File: src/rtl/text_scanout.sv
// Character-mapped monochrome text display scan-out: timing counters, char RAM/font ROM
// fetch pipeline, pixel serialiser and blinking block cursor. All outputs lag the counters by 3 clocks.
module text_scanout #(
    parameter int   H_ACTIVE     = 512,
    parameter int   H_FRONT      = 16,
    parameter int   H_SYNC       = 64,
    parameter int   H_BACK       = 48,
    parameter int   V_ACTIVE     = 256,
    parameter int   V_FRONT      = 4,
    parameter int   V_SYNC       = 4,
    parameter int   V_BACK       = 20,
    parameter logic SYNC_POL     = 1'b0,
    parameter int   BLINK_FRAMES = 32
) (
    input  logic        clk,
    input  logic        reset,
    output logic [10:0] read_ad,
    input  logic [7:0]  read_data,
    output logic [10:0] font_ad,
    input  logic [7:0]  font_data,
    input  logic [10:0] cursor_ad,
    input  logic        cursor_en,
    output logic        pixel,
    output logic        de,
    output logic        hsync,
    output logic        vsync,
    output logic        frame_start
);
    localparam int H_TOTAL  = H_ACTIVE + H_FRONT + H_SYNC + H_BACK;
    localparam int V_TOTAL  = V_ACTIVE + V_FRONT + V_SYNC + V_BACK;
    localparam int HS_START = H_ACTIVE + H_FRONT;
    localparam int VS_START = V_ACTIVE + V_FRONT;
    localparam int BW       = (BLINK_FRAMES > 1) ? $clog2(BLINK_FRAMES) : 1;

    logic [9:0]    hc_q, hc_d;
    logic [8:0]    vc_q, vc_d;
    logic          h_wrap, v_wrap, active, hs_now, vs_now;

    logic [2:0]    hl1_q, hl2_q, hl3_q, vl1_q;
    logic          de1_q, de2_q, de3_q;
    logic          hs1_q, hs2_q, hs3_q;
    logic          vs1_q, vs2_q, vs3_q;
    logic          fs1_q, fs2_q, fs3_q;
    logic [10:0]   addr1_q, addr2_q;
    logic [10:0]   font_ad_q;
    logic          cur_hit_q;
    logic [7:0]    shift_q;
    logic [BW-1:0] blink_cnt_q;
    logic          blink_q;
    logic          load, glyph_bit;

    assign h_wrap = (hc_q == 10'(H_TOTAL - 1));
    assign v_wrap = (vc_q == 9'(V_TOTAL - 1));
    assign active = (hc_q < 10'(H_ACTIVE)) && (vc_q < 9'(V_ACTIVE));
    assign hs_now = (hc_q >= 10'(HS_START)) && (hc_q < 10'(HS_START + H_SYNC));
    assign vs_now = (vc_q >= 9'(VS_START)) && (vc_q < 9'(VS_START + V_SYNC));

    always_comb begin
        hc_d = h_wrap ? '0 : hc_q + 10'd1;
        vc_d = vc_q;
        if (h_wrap) begin
            vc_d = v_wrap ? '0 : vc_q + 9'd1;
        end
    end

    assign read_ad = active ? {vc_q[7:3], hc_q[8:3]} : '0;
    assign font_ad = font_ad_q;

    // The first pixel of a cell comes straight off the ROM output; the shifter supplies the other seven.
    assign load      = (hl3_q == 3'd0);
    assign glyph_bit = load ? font_data[7] : shift_q[7];
    assign pixel     = de3_q & (glyph_bit ^ cur_hit_q);

    assign de          = de3_q;
    assign hsync       = hs3_q;
    assign vsync       = vs3_q;
    assign frame_start = fs3_q;

    always_ff @(posedge clk) begin
        if (reset) begin
            hc_q        <= '0;
            vc_q        <= '0;
            {hl1_q, hl2_q, hl3_q, vl1_q} <= '0;
            {de1_q, de2_q, de3_q} <= '0;
            {fs1_q, fs2_q, fs3_q} <= '0;
            {hs1_q, hs2_q, hs3_q} <= {3{~SYNC_POL}};
            {vs1_q, vs2_q, vs3_q} <= {3{~SYNC_POL}};
            addr1_q     <= '0;
            addr2_q     <= '0;
            font_ad_q   <= '0;
            cur_hit_q   <= 1'b0;
            shift_q     <= '0;
            blink_cnt_q <= '0;
            blink_q     <= 1'b0;
        end else begin
            hc_q <= hc_d;
            vc_q <= vc_d;

            hl1_q   <= hc_q[2:0];
            vl1_q   <= vc_q[2:0];
            de1_q   <= active;
            hs1_q   <= hs_now ? SYNC_POL : ~SYNC_POL;
            vs1_q   <= vs_now ? SYNC_POL : ~SYNC_POL;
            fs1_q   <= (hc_q == '0) && (vc_q == '0);
            addr1_q <= read_ad;

            hl2_q     <= hl1_q;
            de2_q     <= de1_q;
            hs2_q     <= hs1_q;
            vs2_q     <= vs1_q;
            fs2_q     <= fs1_q;
            addr2_q   <= addr1_q;
            font_ad_q <= {read_data, vl1_q};

            hl3_q <= hl2_q;
            de3_q <= de2_q;
            hs3_q <= hs2_q;
            vs3_q <= vs2_q;
            fs3_q <= fs2_q;
            // Cursor decision is frozen for a whole cell so mid-cell input changes cannot glitch it.
            if (hl2_q == 3'd0) begin
                cur_hit_q <= cursor_en & blink_q & (addr2_q == cursor_ad);
            end

            shift_q <= load ? {font_data[6:0], 1'b0} : {shift_q[6:0], 1'b0};

            if (h_wrap && v_wrap) begin
                if (blink_cnt_q == BW'(BLINK_FRAMES - 1)) begin
                    blink_cnt_q <= '0;
                    blink_q     <= ~blink_q;
                end else begin
                    blink_cnt_q <= blink_cnt_q + BW'(1);
                end
            end
        end
    end
endmodule

File: config.mk
export PLATFORM = sky130hd
export DESIGN_NAME = text_scanout
export DESIGN_NICKNAME = d
export VERILOG_FILES = /design/src/rtl/text_scanout.sv
export SDC_FILE = /design/constraint.sdc
export NUM_CORES = 1
export LEC_CHECK = 0
export BUFFER_PORTS_ARGS = -buffer_cell sky130_fd_sc_hd__buf_2
export CAP_MARGIN = 5
export CORE_MARGIN = 2
export CORE_UTILIZATION = 50
export DETAILED_ROUTE_END_ITERATION = 8
export GPL_ROUTABILITY_DRIVEN = 1
export HOLD_SLACK_MARGIN = 0.05
export PLACE_DENSITY = 0.74
export SKIP_CTS_REPAIR_TIMING = 1
export SLEW_MARGIN = 40
export SYNTH_ARGS = -nofsm -noshare
export SYNTH_HDL_FRONTEND = slang
export SYNTH_SLANG_ARGS = --single-unit
export TNS_END_PERCENT = 5
File: constraint.sdc
create_clock -name clk -period 2.58 [get_ports clk]
set_input_delay 0.516 -clock clk [delete_from_list [all_inputs] [get_ports clk]]
set_output_delay 0.516 -clock clk [all_outputs]
set_load 0.05 [all_outputs]
Word level (Yosys, flattened, before mapping)
Cells that the tools add are included.

word-level totals
  bits in registers = 91
  input port bits = 30
  output and inout port bits = 27
  word-level logic and storage cells = 61

cells by class
  $add $sub $neg = 3
  order comparisons = 6
  eq/ne operators = 4
  multiplexer cells = 7
  bitwise logic cells = 5
  reduce and logical (&&, ||, !) cells = 11

operator list
  cell                                                 count
  less-than comparator 10 bit (second input constant)  2
  less-than comparator 9 bit (second input constant)   2
  == test 11 bit                                       1
  2-to-1 mux 11 bit                                    1
  adder 10 x 1 -> 10 bit (second input constant)       1
  == test 10 bit (second input constant)               1
  >= comparator 10 bit (second input constant)         1
  logical NOT 10 bit                                   1
  adder 9 x 1 -> 9 bit (second input constant)         1
  == test 9 bit (second input constant)                1
  >= comparator 9 bit (second input constant)          1
  logical NOT 9 bit                                    1
  2-to-1 mux 9 bit                                     1
  2-to-1 mux 8 bit                                     1
  logical NOT 3 bit                                    2
  adder 5 x 1 -> 5 bit (second input constant)         1
  == test 5 bit (second input constant)                1
  logical AND 1 bit                                    5
  2-to-1 mux 5 bit                                     1
  AND 1 bit                                            3
  2-to-1 mux 1 bit                                     3
  AND reduction 2 bit                                  1
  OR reduction 2 bit                                   1
  NOT 1 bit                                            1
  XOR 1 bit                                            1

Longest topological paths before layout
Gate-level depths: netlist (run 1).

  word-level depth = 4
  depth in mapped cells = 8
  mapped depth without buffers = 6

Worst setup path after synthesis (run 1)
OpenSTA, ideal clock, no wires.

  kind = register -> output
  start = register hl3_q[1]
  end = output port pixel
  data arrival time = 1.638 ns
  slack = 0.426 ns
  stages on the path, launching flop included = 5
  buffers on the path = 0
  path through = dfxtp_1 -> nor3_2 -> mux2i_1 -> xnor2_1 -> and2_1

on the way
  longest elaborated chain between the ends = 4

RTL lines
  element                 line  text
  start, declared         39    logic [2:0] hl1_q, hl2_q, hl3_q, vl1_q;
  start signal, assigned  115   hl3_q <= hl2_q;
  logical NOT 3 bit       70    assign load = (hl3_q == 3'd0);
  2-to-1 mux 1 bit        71    assign glyph_bit = load ? font_data[7] : shift_q[7];
  XOR 1 bit               72    assign pixel = de3_q & (glyph_bit ^ cur_hit_q);
  AND 1 bit               72
  end, declared           23    output logic pixel,

Every way passes these cells.

Worst setup path after layout (run 1)
Same ends and word-level chain as after synthesis.

==> impl_metrics.yaml, run 1 <==
power:
  power_density_nw_per_um2: 668
  p_leak_nw: 1.61
  ir_drop_uv: 400
route:
  num_vias: 2310
  ant_nets: 0
  drt-vias-per-instance: 4.98
  first_iter_violations: 72
  firstDrtPassIters: 4
  wl_mm: 5.84
  post_drt_wl_per_cell_um: 12.6
  route.detailed.drc: 0
grt:
  first_global_vias: 2138
  grt_max_degree: 67
  grt_first_pass_wirelength_mm: 9.79
  grt_usage: 0.173
  antenna_found_initial: 0
  grt_overflow_total: 0
layout:
  finalNetCount: 418
  instances_no_fill: 464
  diodes: 0
  areaGrowthSynthToFinish_pct: 16.9
  drive_gt1_frac: 0.222
  nFillCells: 539
synthesis:
  synth_cells: 325
  synth_seq_cells: 90
  syn_area_um2: 3240
  ys_seq_area_frac: 0.556
  async_reset_ff_frac: 0
  synth-edff-count: 0
  yosys_warnings: 0
  synthTopCellsByArea: "dfxtp_1, nor2b_1, and2_1"
  ys.flop_type: "dfxtp_1"
  synth_top_cell_area_share: 0.556
  syn_area_per_cell_um2: 9.97
  ys_types: 34
  yosysTopAreaCell: "dfxtp_1"
  synthesis.nets: 361
timing:
  finClkSkew_ns: 0.00736
  tns_ns: 0
  final_hold_viol_count: 0
  period_share: 0.833
  fmax_ghz: 0.465
  slew_headroom: 0.467
  worstMarginPinSlew_ns: 0.792
  slew_viol_final: 0
  period_needed_ns: 2.15
  rsz0062_at_grt: "false"
  finalSetupViolCount: 0
critical_path:
  cp_max_fo: 2
  cp_data_arrival_time_ns: 1.63
  start_kind: "register"
  critical_path_class: "register to output port"
  cp_data_required_time_ns: 2.06
  crit_path_end_kind: "output port"
clock_tree:
  clk_latency_ns: 0.36
  cts.sinks: 90
  clock_path_buffers: 2
  cts-root-buf: "clkbuf_8"
  clk_pin_slew_ns: 0.09
  cts_tree: "yes"
  cts_made_buffers: 9
  htree_levels: 3
placed_design:
  port_buffers: 56
  gp_congestion: 0.807
  dp_cells: 448
  hpwl_mm: 3.97
floorplanning:
  start_util: 0.513
  num_io_pins: 57
  die_y_um: 84.5
  row_count: 29
  die_width_um: 84.5
  die-area_um2: 7140
  core_region_area_um2: 6310
min_path:
  hold_class: "input pin to register"
run:
  drv_cap: 0
status:
  outcome: "completed"
## routing by layer
metal  routed length (µm)  up-vias  GRT usage
met5                    0        -          0
met4                  131        0     0.0866
met3                  295       12     0.0364
met2                 2680       67      0.270
met1                 2730     1026      0.227
li1                     -     1205          -
## layout by cell type (no fill, tap or decap), types with 6 or more instances in the layout
| cell type | instances |
|---|---|
| mux2i_1 | 7 |
| nor2b_1 | 34 |
| a21oi_1 | 14 |
| nand4_1 | 8 |
| buf_2 | 56 |
| nor3_1 | 10 |
| nand3_1 | 12 |
| and3_1 | 6 |
| xor2_1 | 12 |
| nor2_1 | 21 |
| and2_1 | 20 |
| xnor2_1 | 10 |
| inv_1 | 8 |
| nand2_1 | 12 |
| o21ai_0 | 8 |
| clkbuf_8 | 10 |
| ha_1 | 6 |
| dfxtp_1 | 90 |
## sequential cells by signal (all words and copies together) (netlist names), 3 cells and up
| register | cells |
|---|---|
| vc_q | 9 |
| vl1_q | 3 |
| font_ad | 11 |
| addr2_q | 11 |
| shift_q | 7 |
| hc_q | 10 |
| addr1_q | 11 |
| hl1_q | 3 |
| hl2_q | 3 |
| hl3_q | 3 |
| blink_cnt_q | 5 |
## area by class of cell
type | instances | area [µm²] | share of cell area
inverter | 8 | 30.0 | 0.00793
sequential | 90 | 1800 | 0.476
clock inverter | 5 | 60.1 | 0.0159
tap | 77 | 96.3 | 0.0254
multi-input combinational | 213 | 1350 | 0.356
timing repair buffer | 60 | 310 | 0.0819
clock buffer | 11 | 141 | 0.0373
## critical path, cell delays in order, from the launching register on
cell,delay [ns]
dfxtp_1,0.31
nor3_2,0.22
mux2i_1,0.25
xnor2_1,0.13
and2_1,0.13
buf_2,0.25
## Yosys cell counts, types with 2 or more instances
cell	n
ha_1	6
nor2_1	21
and3_1	6
nand3_1	12
o21ai_0	8
or3_1	4
nor3_1	10
mux2i_1	7
or2_2	5
clkbuf_1	11
and2_2	2
inv_1	8
xor2_1	12
nand2_1	12
nor2b_1	34
and2_1	20
buf_1	2
a21oi_1	14
or4_1	4
o31ai_1	5
nand4_1	8
xnor2_1	10
nor4_1	4
dfxtp_1	90
## power breakdown
part | total (mW) | internal, mW | switching (mW) | leakage [nW]
registers | 1.43 | 1.42 | 0.0104 | 0.732
logic | 0.133 | 0.0521 | 0.0809 | 0.781
clock network | 0.969 | 0.480 | 0.489 | 0.100
total | 2.53 | 1.95 | 0.581 | 1.61
## logic make-up after synthesis
| logic type | Yosys count | share of synthesized area |
|---|---|---|
| compound gates | 30 | 0.0518 |
| xor+xnor | 22 | 0.0595 |
| fa+ha+maj | 6 | 0.0232 |
| buf+inv | 22 | 0.0278 |
| flops | 90 | 0.556 |
| mux | 7 | 0.0216 |
| simple gates | 148 | 0.260 |
## through the flow
stage                     power [mW]  hold WS (ns)   util  worst slack, ns  cell area [µm²]
final                           2.53         0.364  0.600            0.430             3790
after detailed placement        1.59         0.393  0.568            0.624             3590
after global routing            2.62         0.353  0.600            0.271             3790
after floorplan                 1.55         0.389      -            0.426             3240
after CTS                       2.55         0.350  0.600            0.402             3790
after global placement          1.59         0.394  0.568            0.675             3590
## worst paths after layout
kind	depth (start not counted)	endpoint	slack, ns	startpoint
worst max-delay path	5	pixel	0.43	hl3_q[1]$_SDFF_PP0_
worst min-delay path	2	font_ad[4]$_SDFF_PP0_	0.36	read_data[1]
worst max register to register	5	vc_q[2]$_SDFFE_PP0N_	0.61	vc_q[1]$_SDFFE_PP0N_
worst min register to register	1	hsync$_SDFF_PP1_	0.41	hs2_q$_SDFF_PP1_
Note: power is estimated with default switching activity, not from simulation.
==> run 2, diff against run 1 <==
- ABC_AREA: unset -> 1
- PLACE_DENSITY: 0.74 -> 0.73
- clock period: 2.58 -> 2 ns (I/O delays scaled with it)
==> run 2 against run 1 <==
  * First-iteration DRC count is 4.2% lower
  * Critical path depth is 1 lower
  * Count of clock-buffer cells in the layout is 2 lower
  * Sequential cell count stayed put
  * Largest power group unchanged
  * Cell count is 37% higher
  * Total power is 28% higher
  * Via count is 25% higher
  * Final area is 8.4% higher
  * Synthesized cell count is 45% higher
==> impl_metrics.yaml, run 2 <==
critical_path:
  r2r_start: "hc_q[0]$_SDFF_PP0_"
  cp_max_fo: 12
  r2r_slack_ns: 0.43
  critical_path_class: "register to output port"
  r2r_cells: 7
  cp_data_arrival_time_ns: 1.49
  crit_path_end: "read_ad[4]"
  startpoint: "vc_q[8]$_SDFFE_PP0N_"
  r2r_end: "hc_q[8]$_SDFF_PP0_"
  cp_data_required_time_ns: 1.60
  crit_path_end_kind: "output port"
  start_kind: "register"
clock_tree:
  cts_tree: "yes"
  cts.sinks: 90
  cts-root-buf: "clkbuf_8"
  cts_made_buffers: 9
  clk_latency_ns: 0.36
  htree_levels: 3
  clock_path_buffers: 2
  clk_pin_slew_ns: 0.10
synthesis:
  ys.flop_type: "dfxtp_1"
  synth-edff-count: 0
  async_reset_ff_frac: 0
  ys_types: 31
  yosysMostFrequentCell: "nor2_1"
  syn_area_per_cell_um2: 7.43
  synth_commonest_cells: "nor2_1, dfxtp_1, inv_1, nand2_1, o21ai_0"
  yosys_warnings: 0
  yosysTopAreaCell: "dfxtp_1"
  synth_top_cell_area_share: 0.514
  synth_cells: 472
  synthesis.nets: 508
  syn_area_um2: 3500
  synthTopCellsByArea: "dfxtp_1, nor2_1, inv_1"
  ys_seq_area_frac: 0.514
  synth_seq_cells: 90
grt:
  antenna_found_initial: 0
  grt_usage: 0.181
  grt_overflow_total: 0
  grt_first_pass_wirelength_mm: 10.8
  first_global_vias: 2542
  grt_max_degree: 19
timing:
  finalSetupViolCount: 0
  finClkSkew_ns: 0.00925
  rsz0062_at_grt: "false"
  tns_ns: 0
  worstMarginPinSlew_ns: 0.389
  slew_headroom: 0.740
  period_share: 0.943
  slew_viol_final: 0
  period_needed_ns: 1.89
  final_hold_viol_count: 0
  fmax_ghz: 0.530
power:
  power_density_nw_per_um2: 786
  power.total_mw: 3.23
  ir_drop_uv: 387
  p_leak_nw: 1.97
route:
  num_vias: 2895
  wl_mm: 6.76
  firstDrtPassIters: 4
  first_iter_violations: 69
  post_drt_wl_per_cell_um: 10.6
  ant_nets: 0
  route.detailed.drc: 0
  drt-vias-per-instance: 4.55
min_path:
  hold_class: "input pin to register"
  hold_path_startpoint: "read_data[0]"
layout:
  layout_common_cells: "nor2_1, dfxtp_1, inv_1, nand2_1, buf_2"
  final_common_cell: "nor2_1"
  nFillCells: 661
  diodes: 0
  final-seq-area_um2: 1800
  areaGrowthSynthToFinish_pct: 17.1
  drive_gt1_frac: 0.187
  multi_input_area_um2: 1320
  finalNetCount: 571
floorplanning:
  die_y_um: 87.7
  row_count: 30
  num_io_pins: 57
  die-area_um2: 7690
  core_region_area_um2: 6790
  start_util: 0.516
  die_width_um: 87.7
run:
  drv_cap: 0
placed_design:
  hpwl_mm: 5.02
  port_buffers: 56
  gp_congestion: 0.822
status:
  outcome: "completed"
run 2: cells by family after synthesis:
logic type,after synthesis,synth area share
AND/OR/NAND/NOR,235,0.290
buffers and inverters,102,0.112
flip-flops,90,0.514
AO/OA/AOI/OAI,36,0.0553
adder cells (fa/ha/maj),6,0.0214
XOR/XNOR,3,0.00750
run 2: critical path: stages (launching register included):
cell and delay, ns:
dfxtp_1 0.36, nor2_1 0.15, inv_1 0.21, nor2_1 0.14, buf_2 0.27
run 2: routing by layer:
layer	vias up	track usage	share of wire
li1	1540	-	-
met1	1288	0.204	0.44
met2	55	0.320	0.49
met3	12	0.0377	0.048
met4	0	0.0951	0.020
met5	-	0	0
run 2: cell type report:
type / count / share of cell area
timing repair buffer: 61 / 0.0786
clock buffer: 9 / 0.0302
inverter: 93 / 0.0850
sequential: 90 / 0.439
tap: 96 / 0.0293
multi-input combinational: 280 / 0.321
clock inverter: 7 / 0.0174
run 2: worst min path at each step:
stage | end | slack [ns] | depth (start not counted)
final | font_ad[3]$_SDFF_PP0_ | 0.23 | 3
after global placement | addr2_q[5]$_SDFF_PP0_ | 0.39 | 2
after CTS | font_ad[3]$_SDFF_PP0_ | 0.21 | 3
after global routing | font_ad[7]$_SDFF_PP0_ | 0.22 | 3
after floorplan | addr2_q[0]$_SDFF_PP0_ | 0.39 | 2
after detailed placement | addr2_q[5]$_SDFF_PP0_ | 0.39 | 2
run 2: stage by stage:
| step | instance area, µm² | util | hold WS, ns | setup WS, ns | cells |
|---|---|---|---|---|---|
| floorplan | 3500 | - | 0.388 | 0.0160 | 472 |
| global placement | 3890 | 0.573 | 0.395 | 0.364 | 619 |
| detailed placement | 3890 | 0.573 | 0.394 | 0.339 | 619 |
| CTS | 4090 | 0.601 | 0.211 | -0.0877 | 635 |
| global route | 4110 | 0.604 | 0.222 | 0.00918 | 636 |
| finish | 4110 | 0.604 | 0.227 | 0.115 | 636 |
run 2: power by group:
group	internal [mW]	total (mW)	switching (mW)
Clock	0.485	1.19	0.704
Sequential	1.83	1.84	0.0150
Combinational	0.0691	0.195	0.126
Total	2.38	3.23	0.845
